### config.mk
export PLATFORM = sky130hd
export DESIGN_NAME = register_bank
export DESIGN_NICKNAME = d
export VERILOG_FILES = /design/src/rtl/register_bank_pkg.sv /design/src/rtl/register_bank_bank_reg.sv /design/src/rtl/register_bank.sv
export SDC_FILE = /design/constraint.sdc
export NUM_CORES = 1
export LEC_CHECK = 0
export ABC_AREA = 0
export CAP_MARGIN = 20
export CORE_ASPECT_RATIO = 0.5
export CORE_MARGIN = 3
export CORE_UTILIZATION = 48
export CTS_CLUSTER_SIZE = 14
export DETAILED_ROUTE_END_ITERATION = 12
export GPL_ROUTABILITY_DRIVEN = 0
export MAX_ROUTING_LAYER = met4
export PLACE_DENSITY = 0.74
export SETUP_SLACK_MARGIN = 0.5
export SLEW_MARGIN = 20
export SYNTH_ARGS = -nofsm -noshare
export SYNTH_HDL_FRONTEND = slang
export SYNTH_SLANG_ARGS = --single-unit
### constraint.sdc
create_clock -name clk -period 2.5 [get_ports clk]
set_input_delay 0.5 -clock clk [delete_from_list [all_inputs] [get_ports clk]]
set_output_delay 0.5 -clock clk [all_outputs]
set_load 0.05 [all_outputs]
### src/rtl/register_bank_pkg.sv
// Shared constants for the register bank: register indices, bus source encodings
// and register widths.
package register_bank_pkg;

  localparam int DATA_W_DEF = 16;
  localparam int ADDR_W_DEF = 12;
  localparam int IO_W       = 8;
  localparam int NUM_REGS   = 8;

  localparam int REG_AR   = 0;
  localparam int REG_PC   = 1;
  localparam int REG_DR   = 2;
  localparam int REG_AC   = 3;
  localparam int REG_IR   = 4;
  localparam int REG_TR   = 5;
  localparam int REG_OUTR = 6;
  localparam int REG_INPR = 7;

  typedef enum logic [2:0] {
    BUS_ZERO = 3'd0,
    BUS_AR   = 3'd1,
    BUS_PC   = 3'd2,
    BUS_DR   = 3'd3,
    BUS_AC   = 3'd4,
    BUS_IR   = 3'd5,
    BUS_TR   = 3'd6,
    BUS_MEM  = 3'd7
  } bus_sel_e;

endpackage

### src/rtl/register_bank_bank_reg.sv
// Single bank register of parameterised width: clear beats load beats increment.
module bank_reg #(
  parameter int W = 16
) (
  input  logic         clk,
  input  logic         reset,
  input  logic         ld,
  input  logic         inr,
  input  logic         clr,
  input  logic [W-1:0] d,
  output logic [W-1:0] q
);

  always_ff @(posedge clk or negedge reset) begin
    if (!reset)   q <= '0;
    else if (clr) q <= '0;
    else if (ld)  q <= d;
    else if (inr) q <= q + W'(1);
  end

endmodule

### src/rtl/register_bank.sv
// Eight-register bank with a common bus. Define REGBANK_CONFLICT_EN to build the
// sticky err flag for multiple strobes on one register; otherwise err is tied 0.
module register_bank
  import register_bank_pkg::*;
#(
  parameter int DATA_W = DATA_W_DEF,
  parameter int ADDR_W = ADDR_W_DEF
) (
  input  logic              clk,
  input  logic              reset,
  input  logic [7:0]        ld,
  input  logic [7:0]        inr,
  input  logic [7:0]        clr,
  input  logic [2:0]        bus_sel,
  input  logic [DATA_W-1:0] mem_rdata,
  input  logic [7:0]        inpr_data,
  output logic [ADDR_W-1:0] mem_addr,
  output logic [DATA_W-1:0] bus,
  output logic [15:0]       ir,
  output logic [DATA_W-1:0] ac,
  output logic [7:0]        outr,
  output logic              err
);

  logic [ADDR_W-1:0] ar_q, pc_q;
  logic [DATA_W-1:0] dr_q, ac_q, ir_q, tr_q;
  logic [IO_W-1:0]   outr_q, inpr_q;
  logic              unused_inpr;

  // Bus is driven from pre-edge register values, so a register loading from
  // itself simply holds (read-before-write).
  always_comb begin
    bus = '0;
    unique case (bus_sel_e'(bus_sel))
      BUS_ZERO: bus = '0;
      BUS_AR:   bus = DATA_W'(ar_q);
      BUS_PC:   bus = DATA_W'(pc_q);
      BUS_DR:   bus = dr_q;
      BUS_AC:   bus = ac_q;
      BUS_IR:   bus = ir_q;
      BUS_TR:   bus = tr_q;
      BUS_MEM:  bus = mem_rdata;
      default:  bus = '0;
    endcase
  end

  bank_reg #(.W(ADDR_W)) u_ar (
    .clk(clk), .reset(reset), .ld(ld[REG_AR]), .inr(inr[REG_AR]), .clr(clr[REG_AR]),
    .d(bus[ADDR_W-1:0]), .q(ar_q));

  bank_reg #(.W(ADDR_W)) u_pc (
    .clk(clk), .reset(reset), .ld(ld[REG_PC]), .inr(inr[REG_PC]), .clr(clr[REG_PC]),
    .d(bus[ADDR_W-1:0]), .q(pc_q));

  bank_reg #(.W(DATA_W)) u_dr (
    .clk(clk), .reset(reset), .ld(ld[REG_DR]), .inr(inr[REG_DR]), .clr(clr[REG_DR]),
    .d(bus), .q(dr_q));

  bank_reg #(.W(DATA_W)) u_ac (
    .clk(clk), .reset(reset), .ld(ld[REG_AC]), .inr(inr[REG_AC]), .clr(clr[REG_AC]),
    .d(bus), .q(ac_q));

  bank_reg #(.W(DATA_W)) u_ir (
    .clk(clk), .reset(reset), .ld(ld[REG_IR]), .inr(inr[REG_IR]), .clr(clr[REG_IR]),
    .d(bus), .q(ir_q));

  bank_reg #(.W(DATA_W)) u_tr (
    .clk(clk), .reset(reset), .ld(ld[REG_TR]), .inr(inr[REG_TR]), .clr(clr[REG_TR]),
    .d(bus), .q(tr_q));

  bank_reg #(.W(IO_W)) u_outr (
    .clk(clk), .reset(reset), .ld(ld[REG_OUTR]), .inr(inr[REG_OUTR]), .clr(clr[REG_OUTR]),
    .d(bus[IO_W-1:0]), .q(outr_q));

  // INPR is fed from the external input byte, never from the bus.
  bank_reg #(.W(IO_W)) u_inpr (
    .clk(clk), .reset(reset), .ld(ld[REG_INPR]), .inr(inr[REG_INPR]), .clr(clr[REG_INPR]),
    .d(inpr_data), .q(inpr_q));

  assign unused_inpr = ^inpr_q;

  assign mem_addr = ar_q;
  assign ir       = 16'(ir_q);
  assign ac       = ac_q;
  assign outr     = outr_q;

`ifdef REGBANK_CONFLICT_EN
  logic [7:0] conflict;
  logic       err_q;

  assign conflict = (ld & inr) | (ld & clr) | (inr & clr);

  always_ff @(posedge clk or negedge reset) begin
    if (!reset)         err_q <= 1'b0;
    else if (|conflict) err_q <= 1'b1;
  end

  assign err = err_q;
`else
  assign err = 1'b0;
`endif

endmodule

== Word level (Yosys, flattened, before mapping) ==
Cells that the tools add are included.

* Reduce and logical (&&, ||, !) cells: 8
* Equal/unequal tests: 7
* Multiplexer cells: 22
* Add/subtract/negate cells: 7

{| class="wikitable"
|+ Operator list
! cell !! count
|-
| two-way mux 16 bit || 12
|-
| case mux 16 bit (8 select lines) || 1
|-
| two-way mux 12 bit || 6
|-
| adder 16 x 1 -> 16 bit, second input constant || 4
|-
| adder 12 x 1 -> 12 bit, second input constant || 2
|-
| two-way mux 8 bit || 3
|-
| nonzero test 3 bit || 7
|-
| == test 3 bit, second input constant || 4
|-
| adder 8 x 1 -> 8 bit, second input constant || 1
|-
| == test 3 x 2 -> 1 bit, second input constant || 2
|-
| == test 3 x 1 -> 1 bit, second input constant || 1
|-
| zero test 3 bit || 1
|}

* Flip-flop bits (word level): 96
* Output and inout bits: 69
* Input bits: 53

== Longest topological paths before layout ==
* Word-level depth: 4
* Mapped depth: 8
* Gate-level depth less buffers: 5

== Modules after synthesis ==
Synthesis repeated with hierarchy kept, for this count alone.

* Cells, all modules: 757
* Area total of the unflattened synthesis: 6737.7 um^2

{| class="wikitable"
|+ Modules (own cells, without submodules)
! module !! cells each !! instances !! area an instance (um^2)
|-
| bank_reg (u_ac ...) || 106 || 4 || 964.7
|-
| bank_reg (u_ar ...) || 80 || 2 || 754.5
|-
| register_bank || 126 || 1 || 933.4
|-
| bank_reg (u_outr) || 47 || 1 || 436.7
|}

== Worst setup path before layout ==
OpenSTA, ideal clock, no wires.

* Path kind: input-to-output
* Start: input port bus_sel[2]
* End: output port bus[2]
* Required time: 2.000 ns
* Buffers on the path: 2
* Path slack: 0.095 ns
* Data arrival time: 1.905 ns
* Cell stages on the path: 6
* Path through: buf_4 > buf_4 > mux2_2 > a221oi_1 > a221o_1 > inv_1

* Word-level cells in the longest chain between the ends: 2
* Elaborated cells between the ends (all ways): 9

{| class="wikitable"
|+ RTL lines
! element !! RTL line !! RTL
|-
| start, declared || register_bank.sv:14 || <nowiki>input logic [2:0] bus_sel,</nowiki>
|-
| == test 3 bit, or another cell as far along || register_bank.sv:34 || <nowiki>unique case (bus_sel_e'(bus_sel))</nowiki>
|-
| case mux 16 bit (8 select lines) * || register_bank.sv:34 ||
|-
| end, declared || register_bank.sv:18 || <nowiki>output logic [DATA_W-1:0] bus,</nowiki>
|}

Mark *: on every way between the ends. The rest lies on a longest branch, timed or not.

== Worst setup path after layout ==
* Start: register u_ar.q[3]
* End: output port bus[3]

* Word-level cells in the longest chain between the ends: 1

{| class="wikitable"
|+ RTL lines
! element !! RTL line !! RTL
|-
| start, declared || register_bank_bank_reg.sv:11 || <nowiki>output logic [W-1:0] q</nowiki>
|-
| start signal, assigned || register_bank_bank_reg.sv:18 || <nowiki>else if (inr) q <= q + W'(1);</nowiki>
|-
| case mux 16 bit (8 select lines) || register_bank.sv:34 ||
|}

No other way between the ends.

==> results.cfg <==
[setup_path]
cp_max_fo = 2
critical_path_class = flip-flop to output port
arrival_ps = 1980
critical_path.top_delay_family = compound AO/OA/AOI/OAI gates
crit-reg2reg-capture = u_tr.q[14]
path_buf_inv = 3
crit_chain = mux2_4 -> a221oi_2 -> buf_4 -> a221o_1 -> inv_1 -> buf_6
r2r_cells = 10
r2r_start = u_ir.q[14]
endpoint_kind = output port
reg2reg_setup_slack_ps = 440
start_kind = flip-flop
critPathMaxStageDelay_ps = 430
required_ps = 2000
critical_path.slowest_cell = dfrtp_2

[synth]
syn-num-nets = 779
synth_top_cell_by_area = dfrtp_1
async_flop_share_pct = 100.0
ys_seq_area_share_pct = 36.31
avgSynthCellArea_sq_um = 9.202
yosysUniqueCellTypes = 60
synthCells = 719
synth_edf_count = 0
ys_warn_count = 0
synth_area_leaders = dfrtp_1 36%, a211oi_1 8.7%, xnor2_1 6.5%
ys_ff_latch = 96
synth_ff_type = dfrtp_1
yosys.area.top_type_share_pct = 36.31
synth_area_sq_um = 6616

[finish]
area_growth_pct = 46.09
drive_gt1_share_pct = 30.44
finish.utilization_pct = 73.99
fin_nets = 978
multiInputGateArea_sq_um = 4297
seq_area_sq_um = 2420
design_area_sq_um = 9666
fillers = 879
antennaDiodeCount = 0
layout_commonest_cell = buf_4
layout_common_cells = 102 x buf_4, 82 x dfrtp_1, 74 x a211oi_1

[timing]
hold_viol = 0
relSlewSlack_pct = 62.17
worst_pin_slew_ps = 567.5
fin_crit_sh_pct = 99.12
finClkSkew_ps = 7.538
timing.fmax_mhz = 403.5
finalMaxSlewViolations = 0
finalSetupViolCount = 0
layout_min_cycle_time_ps = 2478
rsz0062_at_grt = yes

[placed_design]
io_buffers = 109
placed_area_sq_um = 8458
hpwlAfterDp_um = 16810

[global_routing]
antenna_found_initial = 0
grt_max_degree = 40
grt_overflow = 0
first_global_vias = 6894
grt_pass1_wl_um = 39210
track_usage_pct = 34.82

[routing]
route.detailed.drc = 0
drt_wl_total_um = 27140
drtPass1Iterations = 7
ant_nets = 0
wl_per_cell_um = 24.83
viasPerCell = 6.792
vias = 7424
drt_iter0_drc = 1120

[clocking]
cts_sinks = 96
ctsHoldBuffers = 0
cts_buffers = 9
cts_tree = done
clk_path_buf_depth = 2
clk_pin_slew_ps = 70
htree_levels = 3
insertion_delay_ps = 360
root_buffer = clkbuf_16

[floorplanning]
ios = 122
num_rows = 29
die_area_sq_um = 15310
start_util_pct = 50.65
core_sq_um = 13060
die_h_um = 89.02
die_x_um = 172.0

[power_and_ir_drop]
p_int_uw = 3060
combPwrFrac_pct = 33.6
p_total_uw = 4886
powerDensity_nw_per_um2 = 505.5
switching_power_uw = 1826
swShare_pct = 37.38
p_leak_uw = 0.003944
clock_power_share_pct = 28.3
pwr-share-seq_pct = 38.0
ir_drop_mv = 0.3248

[worst_hold_path]
hold_class = primary input to async pin

[flow_run]
cap_violations = 0

[outcome]
status = complete, no violations
-- power by group through the flow --
stage | Clock, uW | Combinational, uW | Sequential (uW)
final | 1380 | 1640 | 1860
after global routing | 1450 | 1710 | 1870
after CTS | 1380 | 1550 | 1840
after floorplan | 0 | 646 | 2020
after global placement | 0 | 1390 | 1880
after detailed placement | 0 | 1410 | 1880
-- logic make-up after synthesis --
family          count (synthesis)  synth area share [%]
xor+xnor                       61                 8.075
simple gates                  264                 21.63
mux                            40                 6.619
buf+inv                        84                 5.843
fa+ha+maj                       7                 1.324
compound gates                166                 20.14
other cells                     1               0.05668
flops                          96                 36.31
-- cell usage after synthesis, types with 7 or more instances --
| library cell | n |
|---|---|
| dfrtp_1 | 96 |
| a211oi_1 | 77 |
| nor3_1 | 58 |
| xnor2_1 | 49 |
| nor2_1 | 38 |
| inv_1 | 36 |
| nand2_1 | 35 |
| nand4_1 | 32 |
| nor4_1 | 29 |
| mux2i_1 | 28 |
| clkbuf_1 | 24 |
| nand3_1 | 19 |
| xor2_1 | 12 |
| o22ai_1 | 11 |
| a211oi_2 | 10 |
| a21oi_1 | 10 |
| and2_1 | 10 |
| mux2_2 | 10 |
| buf_2 | 9 |
| nand3b_1 | 8 |
| nor2b_1 | 8 |
| o31a_1 | 8 |
| ha_1 | 7 |
| o21a_1 | 7 |
-- registers in the layout (all words and copies together) (netlist names) --
signal and cells:
u_ir.q 16, u_dr.q 16, u_outr.q 8, u_pc.q 12, u_tr.q 16, u_ac.q 16
u_ar.q 12
-- cell type report --
cell class,instances,share of cell area [%]
Clock inverter,5,0.4142
Multi-Input combinational cell,539,44.45
Inverter,37,1.812
Tap cell,170,2.201
Clock buffer,11,2.615
Timing Repair Buffer,235,23.47
Sequential cell,96,25.04
-- through the flow --
step | hold WS [ps] | setup TNS, ps | cells | setup WS (ps)
2_1_floorplan | 204.4 | 0 | 719 | 164.3
3_3_place_gp | 515.8 | -3660 | 1023 | -305.5
5_1_grt | 151.8 | 0 | 1093 | 15.38
6_report | 128.4 | 0 | 1093 | 21.92
4_1_cts | 143.5 | 0 | 1083 | 93.65
3_5_place_dp | 519.8 | -4795 | 1023 | -295.5
-- how the worst max path moves through the flow --
stage / slack (ps) / to / start / cells after the start
2_1_floorplan: 160 / bus[6] / bus_sel[2] / 6
3_3_place_gp: -310 / bus[10] / bus_sel[0] / 8
3_5_place_dp: -300 / bus[10] / bus_sel[0] / 8
4_1_cts: 90 / bus[6] / u_ir.q[6] / 5
5_1_grt: 20 / bus[3] / u_ar.q[3] / 6
6_report: 20 / bus[3] / u_ar.q[3] / 6
-- per-layer routing --
layer	part of all wire (%)	vias up	wire length, um	global-route usage (%)
met1	38	3494	10270	44.39
met5	0	-	0	-
met2	43	598	11680	50.64
met4	6.2	0	1671	15.93
li1	-	3142	-	-
met3	13	190	3516	11.48
-- repair_timing --
action | 4_1_cts | 5_1_grt
gates cloned | 3 | 0
setup endpoints to repair | 152 | 33
resized for setup | 158 | 35
setup buffers | 41 | 10
endpoints found under the hold margin | 0 | 0
pin swaps | 23 | 16
Note: power is estimated with default switching activity, not from simulation.
